$ cat src/rtl/addr_walker.sv
// Address counter for the matmul cores: manual load/inc/stride/clear commands plus
// an autonomous rows x cols sub-matrix walk with a start/busy/done handshake.
module addr_walker #(
    parameter int               WIDTH     = 16,
    parameter int               CNT_WIDTH = 16,
    parameter logic [WIDTH-1:0] K_DEFAULT = WIDTH'(100)
) (
    input  logic                 clk,
    input  logic                 reset,
    input  logic                 clear,
    input  logic                 load_enable,
    input  logic [WIDTH-1:0]     data_in,
    input  logic                 inc,
    input  logic                 inck,
    input  logic                 k_load,
    input  logic [WIDTH-1:0]     k_in,
    input  logic                 start,
    input  logic [CNT_WIDTH-1:0] rows,
    input  logic [CNT_WIDTH-1:0] cols,
    output logic [WIDTH-1:0]     data_out,
    output logic                 valid,
    output logic                 busy,
    output logic                 done
);

    typedef enum logic [1:0] {
        ST_IDLE = 2'd0,
        ST_WALK = 2'd1,
        ST_DONE = 2'd2
    } state_t;

    state_t               state_r, state_s;
    logic [WIDTH-1:0]     data_r, data_s;
    logic [WIDTH-1:0]     k_r, k_s;
    logic [WIDTH-1:0]     row_base_r, row_base_s;
    logic [CNT_WIDTH-1:0] row_cnt_r, row_cnt_s;
    logic [CNT_WIDTH-1:0] col_cnt_r, col_cnt_s;
    logic [CNT_WIDTH-1:0] rows_r, rows_s;
    logic [CNT_WIDTH-1:0] cols_r, cols_s;
    logic                 row_last_s;
    logic                 col_last_s;

    assign row_last_s = (row_cnt_r == (rows_r - CNT_WIDTH'(1)));
    assign col_last_s = (col_cnt_r == (cols_r - CNT_WIDTH'(1)));

    // Outputs are the address register and a decode of the state register only.
    assign data_out = data_r;
    assign valid    = (state_r == ST_WALK);
    assign busy     = (state_r == ST_WALK);
    assign done     = (state_r == ST_DONE);

    // State and datapath registers.
    always_ff @(posedge clk or posedge reset) begin
        if (reset) begin
            state_r    <= ST_IDLE;
            data_r     <= {WIDTH{1'b0}};
            k_r        <= K_DEFAULT;
            row_base_r <= {WIDTH{1'b0}};
            row_cnt_r  <= {CNT_WIDTH{1'b0}};
            col_cnt_r  <= {CNT_WIDTH{1'b0}};
            rows_r     <= {CNT_WIDTH{1'b0}};
            cols_r     <= {CNT_WIDTH{1'b0}};
        end else begin
            state_r    <= state_s;
            data_r     <= data_s;
            k_r        <= k_s;
            row_base_r <= row_base_s;
            row_cnt_r  <= row_cnt_s;
            col_cnt_r  <= col_cnt_s;
            rows_r     <= rows_s;
            cols_r     <= cols_s;
        end
    end

    // Next-state and datapath decode.
    always_comb begin
        state_s    = state_r;
        data_s     = data_r;
        k_s        = k_r;
        row_base_s = row_base_r;
        row_cnt_s  = row_cnt_r;
        col_cnt_s  = col_cnt_r;
        rows_s     = rows_r;
        cols_s     = cols_r;

        // The stride is independent of the FSM; a row transition on this edge still sees the old k.
        if (k_load) begin
            k_s = k_in;
        end else begin
            k_s = k_r;
        end

        case (state_r)
            ST_IDLE: begin
                if (clear) begin
                    data_s = {WIDTH{1'b0}};
                end else if (start) begin
                    rows_s     = rows;
                    cols_s     = cols;
                    row_base_s = data_r;
                    row_cnt_s  = {CNT_WIDTH{1'b0}};
                    col_cnt_s  = {CNT_WIDTH{1'b0}};
                    if ((rows == {CNT_WIDTH{1'b0}}) || (cols == {CNT_WIDTH{1'b0}})) begin
                        state_s = ST_DONE;
                    end else begin
                        state_s = ST_WALK;
                    end
                end else if (inck) begin
                    data_s = data_r + k_r;
                end else if (inc) begin
                    data_s = data_r + WIDTH'(1);
                end else if (load_enable) begin
                    data_s = data_in;
                end else begin
                    data_s = data_r;
                end
            end
            ST_WALK: begin
                if (clear) begin
                    state_s = ST_IDLE;
                    data_s  = {WIDTH{1'b0}};
                end else if (row_last_s && col_last_s) begin
                    state_s = ST_DONE;
                end else if (col_last_s) begin
                    row_base_s = row_base_r + k_r;
                    data_s     = row_base_r + k_r;
                    col_cnt_s  = {CNT_WIDTH{1'b0}};
                    row_cnt_s  = row_cnt_r + CNT_WIDTH'(1);
                end else begin
                    data_s    = data_r + WIDTH'(1);
                    col_cnt_s = col_cnt_r + CNT_WIDTH'(1);
                end
            end
            ST_DONE: begin
                state_s = ST_IDLE;
                if (clear) begin
                    data_s = {WIDTH{1'b0}};
                end else begin
                    data_s = data_r;
                end
            end
            default: begin
                state_s = ST_IDLE;
            end
        endcase
    end

endmodule

$ cat config.mk
export PLATFORM = sky130hd
export DESIGN_NAME = addr_walker
export DESIGN_NICKNAME = d
export VERILOG_FILES = /design/src/rtl/addr_walker.sv
export SDC_FILE = /design/constraint.sdc
export NUM_CORES = 1
export LEC_CHECK = 0
export ABC_AREA = 1
export CAP_MARGIN = 10
export CORE_MARGIN = 10
export CORE_UTILIZATION = 35
export CTS_CLUSTER_SIZE = 25
export DETAILED_ROUTE_END_ITERATION = 10
export MAX_ROUTING_LAYER = met4
export SLEW_MARGIN = 20
export SYNTH_ARGS = -nofsm -noshare
export SYNTH_HDL_FRONTEND = slang
export SYNTH_SLANG_ARGS = --single-unit
$ cat constraint.sdc
create_clock -name clk -period 8.2 [get_ports clk]
set_input_delay 1.64 -clock clk [delete_from_list [all_inputs] [get_ports clk]]
set_output_delay 1.64 -clock clk [all_outputs]
set_load 0.05 [all_outputs]
**Word level (Yosys, flattened, before mapping)**

Cells that the tools add are included.
Widths: inputs -> output; s select.

- Register bits after elaboration: 114
- Logic and storage cells: 74
- Bits of input ports: 72

- Equality and inequality tests: 14
- Bitwise logic cells: 1
- Reduce and logical (&&, ||, !) cells: 12
- $add $sub $neg: 7
- Multiplexer cells: 32

Operator list:

| kind | number |
|---|---|
| $mux 16 | 22 |
| $pmux 16 s2 | 3 |
| $add 16x1->16 const B | 3 |
| $pmux 16 s3 | 1 |
| $add 16x16->16 | 2 |
| $eq 16x16->1 | 2 |
| $logic_not 16->1 | 2 |
| $sub 16x1->16 const B | 2 |
| $mux 2 | 5 |
| $ne 2x2->1 const B | 5 |
| $reduce_and 5->1 | 2 |
| $ne 3x3->1 const B | 2 |
| $reduce_and 3->1 | 2 |
| $reduce_and 6->1 | 1 |
| $ne 5x5->1 const B | 1 |
| $pmux 2 s2 | 1 |
| $ne 3x2->1 const B | 1 |
| $reduce_bool 3->1 | 1 |
| $eq 2x1->1 const B | 1 |
| $eq 2x2->1 const B | 1 |
| $logic_not 2->1 | 1 |
| $ne 2x1->1 const B | 1 |
| $reduce_bool 2->1 | 1 |
| $logic_and 1x1->1 | 1 |
| 2 further kinds | 2 |

**Longest topological paths before layout**

- Depth after elaboration: 6
- Gate-level depth with buffers: 19

**Least setup slack after synthesis**

Ideal clock, no wire load.

- Kind: input to register
- Start point: in inc
- End point: reg data_r[12] (netlist: data_out[12])
- Setup slack: 5.220 ns
- Stages on the path: 9
- Arrival time: 2.913 ns
- Library setup time: 0.067 ns
- Cells stage by stage: clkinv_1 -> nand3_1 -> nor3_1 -> nor3b_1 -> inv_1 -> nor2_2 -> buf_2 -> nand2_1 -> nand2_1

- Cells in the longest elaborated chain, start to end: 5

RTL lines:

| element | line | source |
|---|---|---|
| from (decl) | 13 | `input logic inc,` |
| $mux 16 | 110 | `end else if (inc) begin` |
| $mux 16 | 108 | `end else if (inck) begin` |
| $mux 16 | 97 | `end else if (start) begin` |
| $mux 16 | 95 | `if (clear) begin` |
| $pmux 16 s3 | 93 | `case (state_r)` |
| to (signal assigned) | 56 | `data_r <= {WIDTH{1'b0}};` |
| to (signal assigned) | 65 | `data_r <= data_s;` |
| to (decl) | 33 | `logic [WIDTH-1:0] data_r, data_s;` |

Several ways; a longest one is shown, not always the timed one. The select of a mux whose other input is x is not followed.
A chain may end at the register's enable or synchronous reset.

**Worst setup path after layout**

- Start point: in inck
- End point: reg data_r[8] (netlist: data_out[8])

- Cells in the longest elaborated chain, start to end: 4

RTL lines:

| element | line | source |
|---|---|---|
| from (decl) | 14 | `input logic inck,` |
| $mux 16 | 108 |  |
| $mux 16 | 97 |  |
| $mux 16 | 95 |  |
| $pmux 16 s3 | 93 |  |

Several ways; a longest one is shown, not always the timed one. The select of a mux whose other input is x is not followed.

==> impl_metrics.toml <==
[min_path]
hp-start = "row_base_r[5]"
worstHoldPathType = "register to register"

[final_layout]
drive_above_1_share_pct = 5.732
fin_nets = 1674
area_growth_syn_to_layout_pct = 18.32
postLayoutCoreUtil_pct = 42.35
nFillCells = 2810
insertedDiodeCount = 0

[synth]
synth_ff_type = "dfrtp_1"
ys_ff_latch = 114
postSynthNetCount = 1607
yosysUniqueCellTypes = 42
synth_edf_count = 0
synth_top_cell_by_area = "dfrtp_1"
synth_area_leaders = "dfrtp_1 29%, nand2_1 21%, nand3_1 7.7%"
synth_area_sq_um = 9701
synthTopCellsByCount = "545 x nand2_1, 150 x nand3_1, 140 x inv_1, 120 x nor2_1, 111 x dfrtp_1"
ys_seq_area_share_pct = 29.45
syn_inst = 1494
synth_top_area_share_pct = 28.63
synth_most_common_cell = "nand2_1"
ys_warn_count = 0
async_reset_ff_share_pct = 100.0
avgSynthCellArea_sq_um = 6.493

[routing]
dr.first_iter.drc_count = 717
firstDrtPassIters = 7
wirelength_um = 28680
ant_nets = 0
drt-wirelength-per-cell_um = 14.77
via_per_inst = 4.962
drc = 0
vias = 9636

[grt]
grt_pass1_wl_um = 47110
track_usage_pct = 16.69
grt_max_degree = 71
grt-ovfl-total = 0
antenna_found_initial = 0
first_global_vias = 9335

[clocking]
holdBufCountCts = 0
cts.sinks = 114
postCtsSetupBuffers = 0
clk-insertion-delay-late_ns = 0.43
ctsHtreeMaxLevel = 4
cts_made_buffers = 17
clkSlewWorstSetupHoldPaths_ns = 0.05
cts_tree = "yes"
cts_resized = 0
cts_max_path_buffers = 2
cts-root-buf = "clkbuf_16"

[setup_path]
crit_start = "inck"
cp_data_required_time_ns = 8.56
worstSetupPathType = "input pin to register"
worstReg2RegStart = "rows_r[0]"
worst_setup_path_end_kind = "register"
cp.arrival_ns = 4.55
start_kind = "input pin"
cp_max_fo = 23

[run]
drv_cap = 0

[sta]
finalSetupTns_ns = 0
tightest_slew_ns = 0.9234
hold_viol_final = 0
layout_min_cycle_time_ns = 4.194
fin_skew_ns = 0.01074
max-slew-margin-rel_pct = 38.44
final-max-slew-violation-count = 0
setup_viol = 0
max_freq_mhz = 238.4
rsz0062_at_grt = "no"
fin_crit_sh_pct = 51.14

[die]
io_pins = 91
core_area_sq_um = 27100
dieArea_sq_um = 34770
num_rows = 60
dieWidth_um = 186.5
start_util_pct = 35.79
die_h_um = 186.5

[power]
peakVddDrop_mv = 0.1687
powerDensity_nw_per_um2 = 306.5
p_leak_nw = 5.702

[placed_design]
port_buffers = 90
gp_congestion = 0.9083
hpwl_um = 21640

[run_status]
status = "finished, final reports clean"
-- final cells by class --
| class | count | area [sq um] | area share, % |
|---|---|---|---|
| multi-input cells | 1189 | 6081 | 52.98 |
| well taps | 372 | 465.4 | 4.055 |
| repair buffers | 96 | 945.9 | 8.242 |
| inverters | 143 | 539.3 | 4.699 |
| clock buffers | 22 | 484.2 | 4.219 |
| clock inverters | 6 | 105.1 | 0.9157 |
| flip-flops and latches | 114 | 2856 | 24.89 |
-- logic make-up (layout without fill, tap and decap cells) --
| logic type | after synthesis | count (layout) | share of synthesized area [%] |
|---|---|---|---|
| DFF | 114 | 114 | 29.45 |
| buffers and inverters | 191 | 267 | 8.036 |
| and+or+nand+nor | 915 | 915 | 40.59 |
| adders and majority gates | 41 | 41 | 5.443 |
| xor gates and xnor gates | 68 | 68 | 6.217 |
| AOI/OAI and AO/OA | 149 | 149 | 8.410 |
| muxes | 16 | 16 | 1.857 |
-- stage by stage --
| stage | total power, mW | setup WS, ns | cell area (sq um) | hold slack [ns] | instances |
|---|---|---|---|---|---|
| global placement | 2.729 | 3.675 | 10890 | 0.4598 | 1914 |
| floorplan | 2.292 | 3.549 | 9701 | 0.4459 | 1494 |
| detailed placement | 2.745 | 3.594 | 10890 | 0.4633 | 1914 |
| global route | 3.829 | 3.651 | 11480 | 0.4908 | 1942 |
| CTS | 3.537 | 4.041 | 11480 | 0.4760 | 1942 |
| finish | 3.518 | 4.006 | 11480 | 0.4747 | 1942 |
-- report_power, final --
| group | total, mW | switching (mW) | internal (mW) |
|---|---|---|---|
| Sequential | 0.917 | 0.207 | 0.710 |
| Clock | 0.770 | 0.269 | 0.501 |
| Combinational | 1.83 | 1.22 | 0.611 |
-- state kept, by name (all words and copies together), names as in the netlist --
name and cells:
cols_r 16, data_out 16, col_cnt_r 16, rows_r 16, row_base_r 16, k_r 16
row_cnt_r 16, state_r 2
-- worst max-delay path, stage by stage --
cell and delay, ns:
clkdlybuf4s50_1 1.01, inv_1 0.40, nand3_1 0.21, nor3_1 0.06, nor3b_1 0.38, inv_1 0.10, nor2_2 0.53, nand2_1 0.12
nand2_1 0.08
-- layer usage --
layer / share of wire (%) / wire, um / track usage (%)
met1: 51 / 14590 / 22.55
met2: 44 / 12510 / 25.56
met3: 4.4 / 1256 / 2.533
met4: 1.1 / 323 / 4.249
met5: 0 / 0 / -
-- layout by cell type, fill, tap and decap left out, drive strengths merged, types with 4 or more instances in the layout --
master	synthesis	final
nand2	556	556
nand3	153	153
inv	142	142
nor2	133	133
dfrtp	111	111
clkdlybuf4s50	0	90
o21ai	79	79
a21oi	45	45
ha	39	39
xor2	38	38
xnor2	30	30
nor3	29	29
clkbuf	31	22
mux2	16	16
nand4	15	15
o21bai	10	10
nor4	9	9
nand3b	7	7
o211ai	6	6
buf	17	6
nor3b	4	4
or2	4	4
clkinv	1	4
-- path summary, 6_finish.rpt --
| kind | endpoint | slack (ns) | cells past startpoint |
|---|---|---|---|
| min in group asynchronous | row_base_r[13] | 1.64 | 2 |
| max reg2reg | row_base_r[3] | 4.92 | 16 |
| max | data_out[8] | 4.01 | 9 |
| max in group asynchronous | rows_r[2] | 5.22 | 3 |
| min | row_base_r[5] | 0.47 | 2 |
| min reg2reg | row_base_r[5] | 0.47 | 2 |
No activity file was read; power rests on OpenSTA's default activity.
